### src/rtl/morse_key_decoder.sv
// rtl/morse_key_decoder.sv - Morse key level to 5-element code word decoder
module morse_key_decoder #(
   parameter int DOT_MIN  = 1,
   parameter int DASH_MIN = 3,
   parameter int CHAR_GAP = 3,
   parameter int CNT_W    = 4
) (
   input  logic       clk,
   input  logic       rst,
   input  logic       tick,
   input  logic       key_in,
   output logic [4:0] code_out,
   output logic [2:0] code_len,
   output logic       code_valid,
   output logic       code_err,
   output logic       busy
);

   typedef enum logic [1:0] {
      IDLE  = 2'd0,
      MARK  = 2'd1,
      SPACE = 2'd2,
      DONE  = 2'd3
   } state_t;

   localparam logic [CNT_W-1:0] DOT_MIN_C  = DOT_MIN[CNT_W-1:0];
   localparam logic [CNT_W-1:0] DASH_MIN_C = DASH_MIN[CNT_W-1:0];
   localparam logic [CNT_W-1:0] CHAR_GAP_C = CHAR_GAP[CNT_W-1:0];
   localparam logic [CNT_W-1:0] CNT_MAX    = {CNT_W{1'b1}};
   localparam logic [2:0]       MAX_ELEMS  = 3'd5;

   logic             key_m_q;
   logic             key_s_q;
   logic             key_d_q;
   logic             key_rise;
   logic             key_fall;

   state_t           state_q, state_d;
   logic [CNT_W-1:0] mark_cnt_q, mark_cnt_d;
   logic [CNT_W-1:0] space_cnt_q, space_cnt_d;
   logic [CNT_W-1:0] mark_inc;
   logic [CNT_W-1:0] space_inc;
   logic [4:0]       shift_q, shift_d;
   logic [2:0]       idx_q, idx_d;
   logic             ovf_q, ovf_d;
   logic [4:0]       code_out_q, code_out_d;
   logic [2:0]       code_len_q, code_len_d;
   logic             code_valid_q, code_valid_d;
   logic             code_err_q, code_err_d;
   logic             elem_dash;

   // Key synchronizer and edge-detect copy; left running through reset so a key
   // already held down when reset releases is not mistaken for a fresh press.
   always_ff @(posedge clk) begin
      key_m_q <= key_in;
      key_s_q <= key_m_q;
      key_d_q <= key_s_q;
   end

   assign key_rise = key_s_q & ~key_d_q;
   assign key_fall = ~key_s_q & key_d_q;

   // Saturating tick counters; a tick coinciding with a key edge still counts
   // toward the interval being closed.
   always_comb begin
      mark_inc  = mark_cnt_q;
      space_inc = space_cnt_q;
      if (tick && mark_cnt_q != CNT_MAX) begin
         mark_inc = mark_cnt_q + 1'b1;
      end
      if (tick && space_cnt_q != CNT_MAX) begin
         space_inc = space_cnt_q + 1'b1;
      end
   end

   assign elem_dash = (mark_inc >= DASH_MIN_C);

   // State register and all datapath/output flops.
   always_ff @(posedge clk or posedge rst) begin
      if (rst) begin
         state_q      <= IDLE;
         mark_cnt_q   <= '0;
         space_cnt_q  <= '0;
         shift_q      <= '0;
         idx_q        <= '0;
         ovf_q        <= 1'b0;
         code_out_q   <= '0;
         code_len_q   <= '0;
         code_valid_q <= 1'b0;
         code_err_q   <= 1'b0;
      end else begin
         state_q      <= state_d;
         mark_cnt_q   <= mark_cnt_d;
         space_cnt_q  <= space_cnt_d;
         shift_q      <= shift_d;
         idx_q        <= idx_d;
         ovf_q        <= ovf_d;
         code_out_q   <= code_out_d;
         code_len_q   <= code_len_d;
         code_valid_q <= code_valid_d;
         code_err_q   <= code_err_d;
      end
   end

   // Next-state: element classification, gap detection and character hand-off.
   always_comb begin
      state_d      = state_q;
      mark_cnt_d   = mark_cnt_q;
      space_cnt_d  = space_cnt_q;
      shift_d      = shift_q;
      idx_d        = idx_q;
      ovf_d        = ovf_q;
      code_out_d   = code_out_q;
      code_len_d   = code_len_q;
      code_valid_d = 1'b0;
      code_err_d   = 1'b0;

      unique case (state_q)
         IDLE: begin
            if (key_rise) begin
               state_d    = MARK;
               mark_cnt_d = '0;
            end
         end

         MARK: begin
            mark_cnt_d = mark_inc;
            if (key_fall) begin
               if (mark_inc < DOT_MIN_C) begin
                  // Glitch: drop it and resume the space already in progress.
                  state_d = (idx_q != 3'd0) ? SPACE : IDLE;
               end else begin
                  if (idx_q < MAX_ELEMS) begin
                     shift_d[idx_q] = elem_dash;
                     idx_d          = idx_q + 3'd1;
                  end else begin
                     ovf_d = 1'b1;
                  end
                  state_d     = SPACE;
                  space_cnt_d = '0;
               end
            end
         end

         SPACE: begin
            space_cnt_d = space_inc;
            // The gap takes priority over a key press landing on the same cycle.
            if (space_cnt_q >= CHAR_GAP_C) begin
               state_d = DONE;
            end else if (key_rise) begin
               state_d    = MARK;
               mark_cnt_d = '0;
            end
         end

         DONE: begin
            if (ovf_q) begin
               code_err_d = 1'b1;
            end else begin
               code_valid_d = 1'b1;
               code_out_d   = shift_q;
               code_len_d   = idx_q;
            end
            shift_d     = '0;
            idx_d       = '0;
            ovf_d       = 1'b0;
            space_cnt_d = '0;
            state_d     = IDLE;
         end

         default: begin
            state_d = IDLE;
         end
      endcase
   end

   assign code_out   = code_out_q;
   assign code_len   = code_len_q;
   assign code_valid = code_valid_q;
   assign code_err   = code_err_q;
   assign busy       = (state_q == MARK) || (state_q == SPACE);

endmodule

### config.mk
export PLATFORM = sky130hd
export DESIGN_NAME = morse_key_decoder
export DESIGN_NICKNAME = d
export VERILOG_FILES = /design/src/rtl/morse_key_decoder.sv
export SDC_FILE = /design/constraint.sdc
export NUM_CORES = 1
export LEC_CHECK = 0
export CAP_MARGIN = 0
export CORE_ASPECT_RATIO = 0.75
export CORE_UTILIZATION = 60
export CTS_CLUSTER_SIZE = 20
export DETAILED_ROUTE_END_ITERATION = 10
export PLACE_DENSITY = 0.82
export SLEW_MARGIN = 5
export SYNTH_ARGS = -nofsm -noshare
export SYNTH_HDL_FRONTEND = slang
export SYNTH_SLANG_ARGS = --single-unit
### constraint.sdc
create_clock -name clk -period 5.7 [get_ports clk]
set_input_delay 1.425 -clock clk [delete_from_list [all_inputs] [get_ports clk]]
set_output_delay 1.425 -clock clk [all_outputs]
set_load 0.01 [all_outputs]
* Word level (Yosys, flattened, before mapping)
Index checks and enable logic that the tools add are counted.
Operators by class: bitwise operators 5, add/sub/neg operators 3, equal/unequal tests 11, reductions and logical operators 14, muxes and demuxes 33, $lt $le $gt $ge 6
Operator list (count):
- $mux 4 | 6
- $pmux 4 s3 | 2
- $mux 5 | 3
- $ne 2x2->1 const B | 6
- $reduce_and 4->1 | 3
- $mux 2 | 5
- $pmux 5 s2 | 1
- $mux 3 | 3
- $reduce_bool 3->1 | 3
- $add 4x1->4 const B | 2
- $ge 4x2->1 const B | 2
- $mux 1 | 8
- $ne 4x4->1 const B | 2
- $pmux 2 s4 | 1
- $pmux 3 s2 | 1
- $bwmux 5 | 1
- $eq 2x2->1 const B | 2
- $lt 3x4->1 const B | 1
- $lt 4x1->1 const B | 1
- $reduce_and 2->1 | 2
- $add 3x1->3 const B | 1
- $demux 1 s3 | 1
- $ge 3x1->1 const B | 1
- $logic_and 1x1->1 | 3
- other kinds (8) | 11
Word-level totals: bits of input ports 4, output and inout port bits 11, bits in registers 32

* Logic depth before layout (Yosys ltp)
Gate-level depths: netlist (run 1).
depth in word-level cells 9, mapped depth 8

* Worst setup path before layout (run 1)
No wires, ideal clock.
kind input to register, from in tick, to reg space_cnt_q[0], slack 3.062 ns, required time 5.574 ns, arrival time 2.512 ns, buffers on the path 1, stages on the path 6, cell sequence nand3_1 -> o31ai_2 -> o21a_4 -> buf_8 -> nand2_2 -> a221o_1
On the way: longest elaborated chain between the ends 5, elaborated cells between the ends (all ways) 7
Ends and longest elaborated chain:
- start: declaration | RTL line 10 | input logic tick,
- $logic_and 1x1->1 | RTL line 68 | if (tick && mark_cnt_q != CNT_MAX) begin
- $mux 4 | RTL line 68
- $lt 4x1->1 | RTL line 129 | if (mark_inc < DOT_MIN_C) begin
- $ne 2x2->1 (no line)
- $reduce_and 4->1 (no line) (*)
- end signal: assignment | RTL line 94 | space_cnt_q <= space_cnt_d;
- end: declaration | RTL line 40 | logic [CNT_W-1:0] space_cnt_q, space_cnt_d;
Every way passes the cells marked *; elsewhere a longest branch is shown, timed or not. A chain may end at the register's enable or synchronous reset.

* Final worst setup path (run 1)
from in tick, to reg space_cnt_q[1]
Same word-level chain as after synthesis.

==> results of run 1 <==
## area by class of cell
cell class                 count  share of cell area
clock buffer                   7              0.0426
clock inverter                 1             0.00371
inverter                      11              0.0204
multi-input combinational    125               0.454
sequential                    32               0.388
tap                           36              0.0222
timing repair buffer          14              0.0692
## power by group through the flow
stage	Clock [uW]	Combinational [uW]	Sequential (uW)
global placement	0	336	337
detailed placement	0	344	343
finish	181	353	341
global route	195	389	348
floorplan	0	267	331
CTS	185	350	338
## synth_stat cells, drive strengths merged (2+ instances only)
cell / instances
and2: 3
dfrtp: 29
ha: 8
o21a: 3
a31oi: 2
o32ai: 2
nand4: 2
nand3: 9
buf: 4
a211o: 5
mux2: 7
inv: 11
a221oi: 2
dfxtp: 3
nand2: 13
o311a: 3
nor4: 4
a21oi: 4
and3: 4
a21o: 3
nor2: 5
nand2b: 3
clkbuf: 5
o31ai: 2
nor3: 6
a221o: 2
a22o: 3
o21ai: 11
## per-stage QoR
| step | instance area [um^2] | instances | power [uW] | hold slack, ns | worst slack (ns) |
|---|---|---|---|---|---|
| 5_1_grt | 2030 | 226 | 932 | 0.354 | 2.30 |
| 3_5_place_dp | 1930 | 218 | 687 | 0.328 | 2.18 |
| 2_1_floorplan | 1800 | 177 | 597 | 0.310 | 3.06 |
| 4_1_cts | 2030 | 226 | 874 | 0.350 | 2.49 |
| 3_3_place_gp | 1930 | 218 | 672 | 0.318 | 2.25 |
| 6_report | 2030 | 226 | 874 | 0.340 | 2.45 |
## worst paths after layout
kind                                              from                    endpoint  slack, ns  cells past startpoint
worst max-delay path                              tick  space_cnt_q[1]$_DFFE_PP0P_       2.45                      6
worst min-delay path                   key_m_q$_DFF_P_             key_s_q$_DFF_P_       0.34                      0
worst max register to register  state_q[1]$_DFFE_PP0N_      shift_q[0]$_DFFE_PP0P_       3.20                      6
worst min register to register         key_m_q$_DFF_P_             key_s_q$_DFF_P_       0.34                      0
max in group asynchronous                          rst      state_q[0]$_DFFE_PP0N_       3.35                      2
min in group asynchronous                          rst        code_valid$_DFF_PP0_       1.71                      2
## registers in the layout (all words and copies together) (netlist names), 2 cells and up
name	count
shift_q	5
state_q	2
space_cnt_q	4
mark_cnt_q	4
code_len	3
idx_q	3
code_out	5
## cell families (layout without fill, tap and decap cells)
| group | count (synthesis) | after routing |
|---|---|---|
| fa+ha+maj | 8 | 8 |
| buf+inv | 20 | 33 |
| simple gates | 55 | 55 |
| flops | 32 | 32 |
| compound gates | 54 | 54 |
| mux | 8 | 8 |
## layer usage
metal	track usage	wire [um]	up-vias
met1	0.406	1870	705
met5	0	0	-
li1	-	-	698
met3	0.0718	176	8
met2	0.405	1710	46
met4	0.109	58	0
==> impl.org, run 1 <==
** Status
- The run finished with clean final reports.

** Drt
- Remaining antenna violation count :: 0
- For this block, the routed nets add up to 3820 um of wire.
- Detailed-route via count :: about 1,500
- Average wire per cell in the routed design :: roughly 17 um
- DRC violation count after routing :: 0
- The first TritonRoute pass finished after 5 iterations.
- Using the TritonRoute via totals, the vias-per-cell ratio works out to 6.45.
- In this run, the number of DRC markers left after iteration 0 of detailed routing was around 110.

** Logic synthesis
- Synth Area in XOR/XNOR :: 0
- Leading post-synthesis cells by cell area :: sky130_fd_sc_hd__dfrtp_1 (40%), sky130_fd_sc_hd__ha_1 (5.5%), sky130_fd_sc_hd__mux2_2 (4.4%)
- The synthesized netlist contains 57 unique library cells.
- After synthesis, the largest family of logic cells by area is compound AO/OA/AOI/OAI gates.
- Measured against the total synthesized area, the mux share comes to 0.0492.
- Number of warnings reported in the yosys synthesis log :: 0
- The average instance in the mapped netlist occupies roughly 10 um^2.
- Counting flops and latches in the post-synthesis netlist gives 32.
- Complex-gate fraction of the synthesized area :: 0.240
- The biggest area contributor in the post-synthesis netlist is sky130_fd_sc_hd__dfrtp_1.
- Adder and majority gate portion of the synthesized area :: 0.0555
- In the synthesized netlist the dominant register cell turns out to be sky130_fd_sc_hd__dfrtp_1.
- The cell count after synthesis came out at 177.
- The synthesized netlist occupies a cell area of 0.00180 mm^2.
- The share of synthesized area in the top cell type comes to 0.402.
- The number of nets handed over by synthesis was roughly 190.
- EDFF count, synth :: 0
- Of the total synthesized cell area, the portion taken by AND, OR, NAND and NOR gates is 0.165.
- Portion of the post-synthesis area used by sequential elements :: 0.436
- Of all flip-flops after synthesis, the portion carrying an async set or reset was 0.906.

** Power and ir drop
- Of the total power, registers draw 0.390.
- Worst vdd rail ir drop :: around 0.28 mV
- Cell internal power was estimated by the tool at between 500 and 600 uW.
- For this design the ratio of total power to cell area is 431 mW/mm^2.
- The share of total power dissipated in the clock network is 0.207.
- Comb pwr share :: 0.404
- Summed over all cells, the static leakage comes to between 0.0008 and 0.0009 uW.
- Of the total power, the share spent switching nets is 0.391.
- Net Switching :: roughly 340 uW

** STA
- Subtracting the final worst setup slack from the clock period gives approximately 3.2 ns.
- Relative max-transition margin :: 0.294
- Final number of hold-violating endpoints :: 0
- Setup Total Neg Slack :: 0 ns
- Setup violations remaining at the end of the flow were counted as 0.
- Unrepaired setup endpoints after global routing :: no
- Slew at the pin with the worst max-slew slack :: ~1.1 ns
- Derived from the worst setup path, the maximum achievable clock frequency is 308 MHz.
- Of the available clock period, the critical path in the final layout requires 0.570.
- The max-slew violation count came to 0.
- Final setup skew :: about 0.0032 ns

** Setup path
- The worst setup path is launched from an input port.
- The signal on the critical path passes through clkdlybuf4s50_1 > nand3_1 > o31ai_2 > o21a_4 > nand2_2 > a221o_1.
- Delay contributed by the slowest stage of the critical path :: around 0.73 ns
- Worst path buffer plus inverter count :: 1
- Grouping stages by cell kind, the critical path spends the most delay in compound AO/OA/AOI/OAI gates.
- The worst setup path is captured at a register.
- Of all nets on the critical path, the largest fanout is 14.
- On the critical path, the stage with the largest delay is an instance of sky130_fd_sc_hd__clkdlybuf4s50_1.
- Data on the critical path arrives at its endpoint at 3.42 ns.
- Critical Setup Path Class :: in -> reg
- Data required time at the worst endpoint :: 5.87 ns

** GRT
- The via count of the first global-routing pass is 1,396.
- The total overflow left after global routing is 0.
- The initial antenna violation count is 0.
- For this run, the total global-route usage over all layers was measured as 0.281.
- Entering global routing, the biggest net connects 30 pins.
- Global-route wire length before repair :: ~6700 um

** Floorplanning
- The die covers approximately 0.0032 mm^2.
- Initial Util :: 0.663
- # rows :: 16
- Area of the core :: 0.00272 mm^2
- Die height :: approximately 49 um
- Top-level port count :: 15
- Die Width :: around 65 um

** Layout
- In the layout the commonest cells are sky130_fd_sc_hd__dfrtp_1 (29), sky130_fd_sc_hd__clkdlybuf4s50_1 (14), sky130_fd_sc_hd__nand2_1 (12), sky130_fd_sc_hd__inv_1 (11).
- Of the cells placed in the final design, the portion with a size suffix greater than 1 is 0.116.
- Number of antenna cells inserted :: 0
- Most common library cell in the layout ignoring fill and taps :: sky130_fd_sc_hd__dfrtp_1
- Layout Nets :: ~200
- Layout filler cell count :: 209
- In the final layout, flip-flops and latches occupy 786 um^2.
- From synthesis to final layout, the design area changed by 12.3%.
- For this run, the share of the core covered by cells in the final layout is 0.744.
- Multi-input gate area in the final layout :: 920 um^2

** CTS
- Post-CTS Repair Setup Buffers :: 0
- Post_cts resized :: 0
- The clock passes through at most 2 buffers.
- After clock tree synthesis, the flow added hold-fix buffers numbering 0.
- CTS buffer count :: 5
- TritonCTS clock tree :: yes
- Counting every sink on the clock net gives 32.
- For the worst-skew pair, the clock arrives at the later sink with an insertion delay of 0.29 ns.
- Clock-pin slew was measured on the worst setup and hold paths at around 0.060 ns.
- The H-tree generated during clock tree synthesis spans 2 levels.
- Master cell of the clock root buffer :: sky130_fd_sc_hd__clkbuf_8

** Placement
- Number of port buffers :: 14
- Detail Placement HPWL :: approximately 2700 um
- GP Congestion :: approximately 0.93

** Run
- Across the run, the number of max-cap violations was 0.

** Worst hold path
- Hold WC Path Type :: reg -> reg
No activity file was read; power rests on OpenSTA's default activity.
==> inputs of run 2 (changes only) <==
Settings changed: CORE_UTILIZATION 60 to 57, PLACE_DENSITY 0.82 to 0.79.
Clock period 5.7 ns to 3.19 ns, I/O delays scaled along.
==> run 2 against run 1 <==
Hold slack worse by 0.0047 ns. Sequential power grew 77%. Register-to-register slack got worse by 2.2 ns. Final cell count rose by 2.2%. Core utilization fell by 5.7 points. First-iteration DRC count is 19% higher. Power is 80% higher. Critical path type unchanged. Critical endpoint unchanged.
==> impl.org, run 2 (synthesized netlist as in run 1, its figures left out) <==
** STA
- The max-slew violation count is 0 (unchanged).
- The final hold violation count is 0 (unchanged).
- Minimum period implied by the final worst setup slack :: around 2.5 ns
- The final worst slack was 0.735 ns (was 2.45 ns).
- Unrepaired setup endpoints after global routing: no (unchanged).
- The worst relative slew slack is 0.649 (was 0.294).
- The slew at the pin closest to its max-slew limit was 0.522 ns (was 1.06 ns).
- The final setup violation count was 0 (unchanged).
- The tightest hold margin is 0.335 ns (was 0.340 ns).
- Timing would allow up to slightly above 400 MHz.
- Portion of the clock cycle consumed by the worst path in the final layout :: 0.770
- Final setup skew :: 0.00371 ns (was 0.00319 ns)
- Setup Total Neg Slack :: 0 ns (unchanged)

** Worst hold path
- Depth of the worst hold-timing path :: 0 (unchanged)
- Hold Path End :: key_s_q$_DFF_P_ (unchanged)
- The classification of the worst-slack hold path is reg -> reg (unchanged).
- Start point of the worst hold path :: key_m_q$_DFF_P_ (unchanged)

** CTS
- TritonCTS clock tree :: yes (unchanged)
- Clock tree buffer depth :: 2 (unchanged)
- The later-pin clock latency in the skew report is 0.29 ns (about the same).
- The clock buffer count from CTS was 5 (unchanged).
- The clock sink count is 32 (unchanged).
- The post-cts repair resize count is 0 (unchanged).
- Post-CTS Repair Setup Buffers :: 0 (unchanged)
- H-Tree Level Count :: 2 (unchanged)
- The clock tree root buffer cell is sky130_fd_sc_hd__clkbuf_8 (unchanged).
- Cts-stage hold buffer count :: 0 (unchanged)
- CTS clk-pin slew, worst paths :: 0.06 ns (about the same)

** GRT
- The total global routing track utilization came to 0.272 (was 0.281).
- The via count of the first global-routing pass is 1,443 (was 1,396).
- Largest net degree at the start of global routing :: 30 (unchanged)
- Sum of overflow across all layers after global routing :: 0 (unchanged)
- The initial antenna violation count was 0 (unchanged).
- Global-route wire length before repair :: 6620 um (was 6670 um)

** Setup path
- Reg2Reg Setup Slack :: 1.00 ns (was 3.20 ns)
- The required time of the worst setup path was 3.37 ns (was 5.87 ns).
- The type of the worst setup path was in -> reg (unchanged).
- The endpoint of the lowest-slack register-to-register path is shift_q[0]$_DFFE_PP0P_ (unchanged).
- Type of element launching the critical path :: input port (unchanged)
- Number of cells traversed by the worst register-to-register path :: 7 (was 6)
- Highest net fanout along the worst path :: 14 (unchanged)
- The start of the worst register-to-register path is state_q[1]$_DFFE_PP0N_ (unchanged).
- Endpoint kind of the worst setup timing path :: register (unchanged)
- Data arrival, critical path :: 2.63 ns (was 3.42 ns)

** Placement
- The post-placement cell count was 223 (was 218).
- The minimum setup slack after placement came to 0.433 ns (was 2.18 ns).
- The estimated wirelength of the detail-placed design is 2820 um (was 2650 um).
- The total of buffers placed on input and output ports is 14 (unchanged).
- Post-detailed-placement cell area :: 0.00196 mm^2 (was 0.00193 mm^2)
- The final weighted congestion in routability-driven placement is 0.872 (was 0.934).

** Drt
- The number of DRC markers after the initial detailed-route iteration came to 129 (was 108).
- Drt pass-1 iters :: 4 (was 5)
- The routed wire length came to 3980 um (was 3820 um).
- Detailed-route via count :: 1,516 (was 1,457)
- The number of nets with antenna violations after routing came to 0 (unchanged).
- DRC violation count after routing :: 0 (unchanged)
- Vias per inst :: 6.56 (was 6.45)
- The average routed wire per standard cell was 17.2 um (was 16.9 um).

** Run
- Number of maximum-capacitance constraint violations :: 0 (unchanged)

** Layout
- The area growth from synthesis to layout is 13.5% (was 12.3%).
- Layout filler cell count :: 232 (was 209)
- Non-Filler Cell Area, Final :: 0.00205 mm^2 (was 0.00203 mm^2)
- The register area is 786 um^2 (unchanged).
- Most common library cell in the layout ignoring fill and taps :: sky130_fd_sc_hd__dfrtp_1 (unchanged)
- The area occupied by multi-input gates is 920 um^2 (unchanged).
- The final standard cell count with taps included and fillers excluded came to 231 (was 226).
- Top library cells by usage in the layout, fill and taps aside: sky130_fd_sc_hd__dfrtp_1 (29), sky130_fd_sc_hd__clkdlybuf4s50_1 (14), sky130_fd_sc_hd__nand2_1 (12), sky130_fd_sc_hd__inv_1 (11) (unchanged).
- Share of layout cells above drive strength 1 :: 0.124 (was 0.116)
- Number of antenna cells inserted :: 0 (unchanged)
- The final net count is 204 (was 201).

** Power and ir drop
- The ratio of total power to cell area was 769 mW/mm^2 (was 431 mW/mm^2).
- The peak supply drop came to 0.431 mV (was 0.277 mV).
- The combinational share of power came to 0.410 (was 0.404).
- Part of the power in registers :: 0.384 (was 0.390)
- Cell-internal power :: 958 uW (was 533 uW)
- Leak Pwr :: 0.000913 uW (was 0.000898 uW)
- Clock Power Share :: 0.206 (was 0.207)
- Net Switching :: 616 uW (was 341 uW)
- Switching Share :: 0.391 (about the same)

** Floorplanning
- Area of the core :: 0.00298 mm^2 (was 0.00272 mm^2)
- Die height :: 50.7 um (was 49.5 um)
- The initial cell density of the core came to 0.606 (was 0.663).
- The floorplan die width was 67.0 um (was 65.3 um).
- The die outline area was 0.00340 mm^2 (was 0.00323 mm^2).
- # rows :: 17 (was 16)
- The top-level port count is 15 (unchanged).

** Status
- Outcome :: completed (unchanged)
run 2: cell count changes in the layout (fill, tap and decap cells not counted):
cell,before,now
sky130_fd_sc_hd__clkbuf_1,1,2
sky130_fd_sc_hd__buf_4,0,3
sky130_fd_sc_hd__clkinvlp_4,1,0
run 2: power by group through the flow:
stage	clock (uW)	sequential (uW)	combinational [uW]
after floorplan	0	591	476
after global placement	0	599	607
after detailed placement	0	607	635
after CTS	329	601	640
after global routing	345	616	713
final	324	605	646
run 2: stage by stage:
stage | util | power (uW)
after floorplan | - | 1070
after global placement | 0.657 | 1210
after detailed placement | 0.657 | 1240
after CTS | 0.687 | 1570
after global routing | 0.687 | 1670
final | 0.687 | 1570
run 2: cell type report:
type | count | area share
flip-flops and latches | 32 | 0.384
multi-input cells | 125 | 0.449
clock buffers | 8 | 0.0440
well taps | 38 | 0.0232
inverters | 11 | 0.0202
repair buffers | 17 | 0.0795
run 2: critical path, stage by stage:
cell and delay, ns:
sky130_fd_sc_hd__clkdlybuf4s50_1 0.60, sky130_fd_sc_hd__nand3_1 0.16, sky130_fd_sc_hd__o31ai_2 0.37, sky130_fd_sc_hd__o21a_4 0.30, sky130_fd_sc_hd__nand2_2 0.08, sky130_fd_sc_hd__a221o_1 0.32
run 2: per-layer routing:
layer  vias to the layer above  GRT usage  share of wire
li1                        705          -              -
met2                        48      0.392           0.47
met5                         -          0              0
met4                         0      0.152          0.019
met1                       756      0.357           0.46
met3                         7     0.0886          0.055
run 2: worst max path at each step:
stage	start	to	slack, ns
finish	tick	space_cnt_q[1]$_DFFE_PP0P_	0.74
global route	tick	shift_q[4]$_DFFE_PP0P_	0.63
CTS	tick	space_cnt_q[1]$_DFFE_PP0P_	0.76
detailed placement	tick	space_cnt_q[0]$_DFFE_PP0P_	0.43
global placement	tick	space_cnt_q[0]$_DFFE_PP0P_	0.53
floorplan	tick	space_cnt_q[0]$_DFFE_PP0P_	1.18
==> inputs of run 3 (changes only) <==
Clock period 3.19 ns to 2.4 ns, I/O delays scaled along.
==> run 3 against run 2 <==
Final cell count grew 2.2%. Die area stayed put. Sequential share of layout area shrank 0.69 points. Design area rose by 1.8%. Critical path type unchanged.
==> impl.org, run 3 (synthesized netlist as in run 1, its figures left out) <==
** Status
- Outcome: completed (unchanged).

** Drt
- The number of remaining DRC errors is 0 (unchanged).
- The number of iterations in the first detailed-routing pass was 4 (unchanged).
- The number of DRC markers after the initial detailed-route iteration came to 108 (was 129).
- The average routed wire per standard cell came to 17.0 um (was 17.2 um).
- Remaining antenna violation count :: 0 (unchanged)
- The routed wire length is 4000 um (was 3980 um).
- The ratio of routed vias to standard cells was 6.36 (was 6.56).
- Detailed-route via count :: 1,502 (was 1,516)

** CTS
- The clock transition at the register clock pins on the worst setup and hold paths after CTS was 0.06 ns (about the same).
- CTS buffer count :: 5 (unchanged)
- Clock network latency to the later pin of the worst-skew pair :: 0.29 ns (about the same)
- The clock tree root buffer cell is sky130_fd_sc_hd__clkbuf_8 (unchanged).
- The clock sink count came to 32 (unchanged).
- The H-tree level count was 2 (unchanged).
- Clock tree buffer depth :: 2 (unchanged)
- Post_cts resized :: 0 (unchanged)
- The number of buffers inserted to repair setup after CTS came to 0 (unchanged).
- Cts-stage hold buffer count :: 0 (unchanged)
- The TritonCTS clock tree was yes (unchanged).

** Placement
- The estimated wirelength of the detail-placed design is 2870 um (was 2820 um).
- GP Congestion :: 0.817 (was 0.872)
- The cell area after placement is 0.00199 mm^2 (was 0.00196 mm^2).
- The total of buffers placed on input and output ports is 14 (unchanged).

** Power and ir drop
- The part of the total power dissipated in sequential elements was 0.375 (was 0.384).
- The static power due to leakage was 0.000938 uW (was 0.000913 uW).
- Net Switching :: 826 uW (was 616 uW)
- The net switching share of the total power is 0.386 (was 0.391).
- Cell-internal power :: 1310 uW (was 958 uW)
- The power share of the clock group was 0.197 (was 0.206).
- Comb pwr share :: 0.428 (was 0.410)
- The peak supply drop is 0.711 mV (was 0.431 mV).
- The ratio of total power to cell area is 1030 mW/mm^2 (was 769 mW/mm^2).

** STA
- Slew at the pin with the worst max-slew slack :: 0.532 ns (was 0.522 ns)
- The final hold violation count came to 0 (unchanged).
- Relative max-transition margin :: 0.643 (was 0.649)
- Count of pins over their slew limit :: 0 (unchanged)
- Final setup skew :: 0.00457 ns (was 0.00371 ns)
- Counting I/O delays and the setup requirement, the final critical path takes approximately 2.3 ns.
- Final hold slack :: 0.329 ns (was 0.335 ns)
- Final setup violation count :: 0 (unchanged)
- Portion of the clock cycle consumed by the worst path in the final layout :: 0.958
- For this run, the top clock speed supported by timing is between 400 and 500 MHz.
- Unrepaired setup endpoints after global routing :: no (unchanged)

** Layout
- The number of diodes is 0 (unchanged).
- Sequential cell area :: 786 um^2 (unchanged)
- The fraction of layout cells with a size suffix above 1 came to 0.146 (was 0.124).
- The area growth from synthesis to layout came to 15.5% (was 13.5%).
- Non-Filler Cell Area, Final :: 0.00208 mm^2 (was 0.00205 mm^2)
- Layout filler cell count :: 237 (was 232)
- Core occupancy in the finished layout :: 0.700 (was 0.687)
- The most common library cell in the layout ignoring fill and taps is sky130_fd_sc_hd__dfrtp_1 (unchanged).
- Top library cells by usage in the layout, fill and taps aside :: sky130_fd_sc_hd__dfrtp_1 (29), sky130_fd_sc_hd__clkdlybuf4s50_1 (14), sky130_fd_sc_hd__nand2_1 (12), sky130_fd_sc_hd__inv_1 (11) (unchanged)
- The final net count is 209 (was 204).
- Multi-input gate area in the final layout :: 920 um^2 (unchanged)

** Run
- The number of max-capacitance violations reported was 0 (unchanged).

** GRT
- The total global routing track utilization came to 0.279 (was 0.272).
- The via count of the first global-routing pass came to 1,434 (was 1,443).
- Largest net degree at the start of global routing :: 30 (unchanged)
- The global-route wire length before repair came to 6720 um (was 6620 um).
- The final global-route overflow total is 0 (unchanged).
- The initial antenna violation count was 0 (unchanged).

** Floorplanning
- The top-level port count came to 15 (unchanged).
- The placement row count is 17 (unchanged).
- The initial cell density of the core was 0.606 (unchanged).
- Area of the core :: 0.00298 mm^2 (unchanged)
- Die height :: 50.7 um (unchanged)
- The die outline area came to 0.00340 mm^2 (unchanged).
- The floorplan die width came to 67.0 um (unchanged).

** Setup path
- The endpoint type of the worst setup path is a register (unchanged).
- The type of the worst setup path is in -> reg (unchanged).
- The worst-path maximum fanout came to 8 (was 14).
- The required time of the worst setup path is 2.55 ns (was 3.37 ns).
- The arrival time of the worst setup path came to 2.45 ns (was 2.63 ns).
- The critical path startpoint category is an input port (unchanged).

** Worst hold path
- The classification of the worst-slack hold path is reg -> reg (unchanged).
==> run 3: cell count changes in the layout (fill, tap and decap cells not counted) <==
cell	previous run	this run
sky130_fd_sc_hd__buf_4	3	8
==> run 3: final timing paths <==
kind / startpoint / to / slack [ns] / depth (start not counted)
worst max-delay path: tick / state_q[1]$_DFFE_PP0N_ / 0.10 / 6
worst min-delay path: key_m_q$_DFF_P_ / key_s_q$_DFF_P_ / 0.33 / 0
worst max register to register: mark_cnt_q[0]$_DFFE_PP0P_ / state_q[1]$_DFFE_PP0N_ / 0.24 / 6
worst min register to register: key_m_q$_DFF_P_ / key_s_q$_DFF_P_ / 0.33 / 0
max in group asynchronous: rst / mark_cnt_q[2]$_DFFE_PP0P_ / 1.41 / 3
min in group asynchronous: rst / code_valid$_DFF_PP0_ / 0.72 / 3
==> run 3: routing by layer <==
| layer | global-route usage | wire (um) | up-vias |
|---|---|---|---|
| met5 | 0 | 0 | - |
| met4 | 0.149 | 81 | 0 |
| met3 | 0.0636 | 228 | 6 |
| met2 | 0.428 | 1870 | 54 |
| met1 | 0.363 | 1820 | 735 |
| li1 | - | - | 707 |
==> run 3: final cells by class <==
class,count,share of cell area
timing repair buffer,22,0.0960
multi-input combinational,125,0.441
inverter,11,0.0198
sequential,32,0.377
tap,38,0.0228
clock buffer,8,0.0432
==> run 3: critical path: stages <==
cell and delay [ns]:
sky130_fd_sc_hd__clkdlybuf4s50_1 0.64, sky130_fd_sc_hd__nand3_1 0.17, sky130_fd_sc_hd__o31ai_2 0.38, sky130_fd_sc_hd__o21ai_1 0.24
sky130_fd_sc_hd__o21ai_0 0.29, sky130_fd_sc_hd__o21ai_0 0.13
==> run 3: power by group through the flow <==
stage / combinational (uW) / sequential, uW / clock (uW)
after CTS: 907 / 799 / 433
final: 916 / 802 / 422
after floorplan: 633 / 785 / 0
after global placement: 859 / 797 / 0
after global routing: 1000 / 821 / 458
after detailed placement: 901 / 808 / 0
==> run 3: metrics by stage <==
stage	instances	total power (uW)	setup TNS, ns	worst slack (ns)
final	236	2140	0	0.101
after global routing	236	2280	0	0.0248
after CTS	236	2140	0	0.145
after detailed placement	228	1710	-1.64	-0.170
after global placement	228	1660	-0.280	-0.0518
after floorplan	177	1420	0	0.440
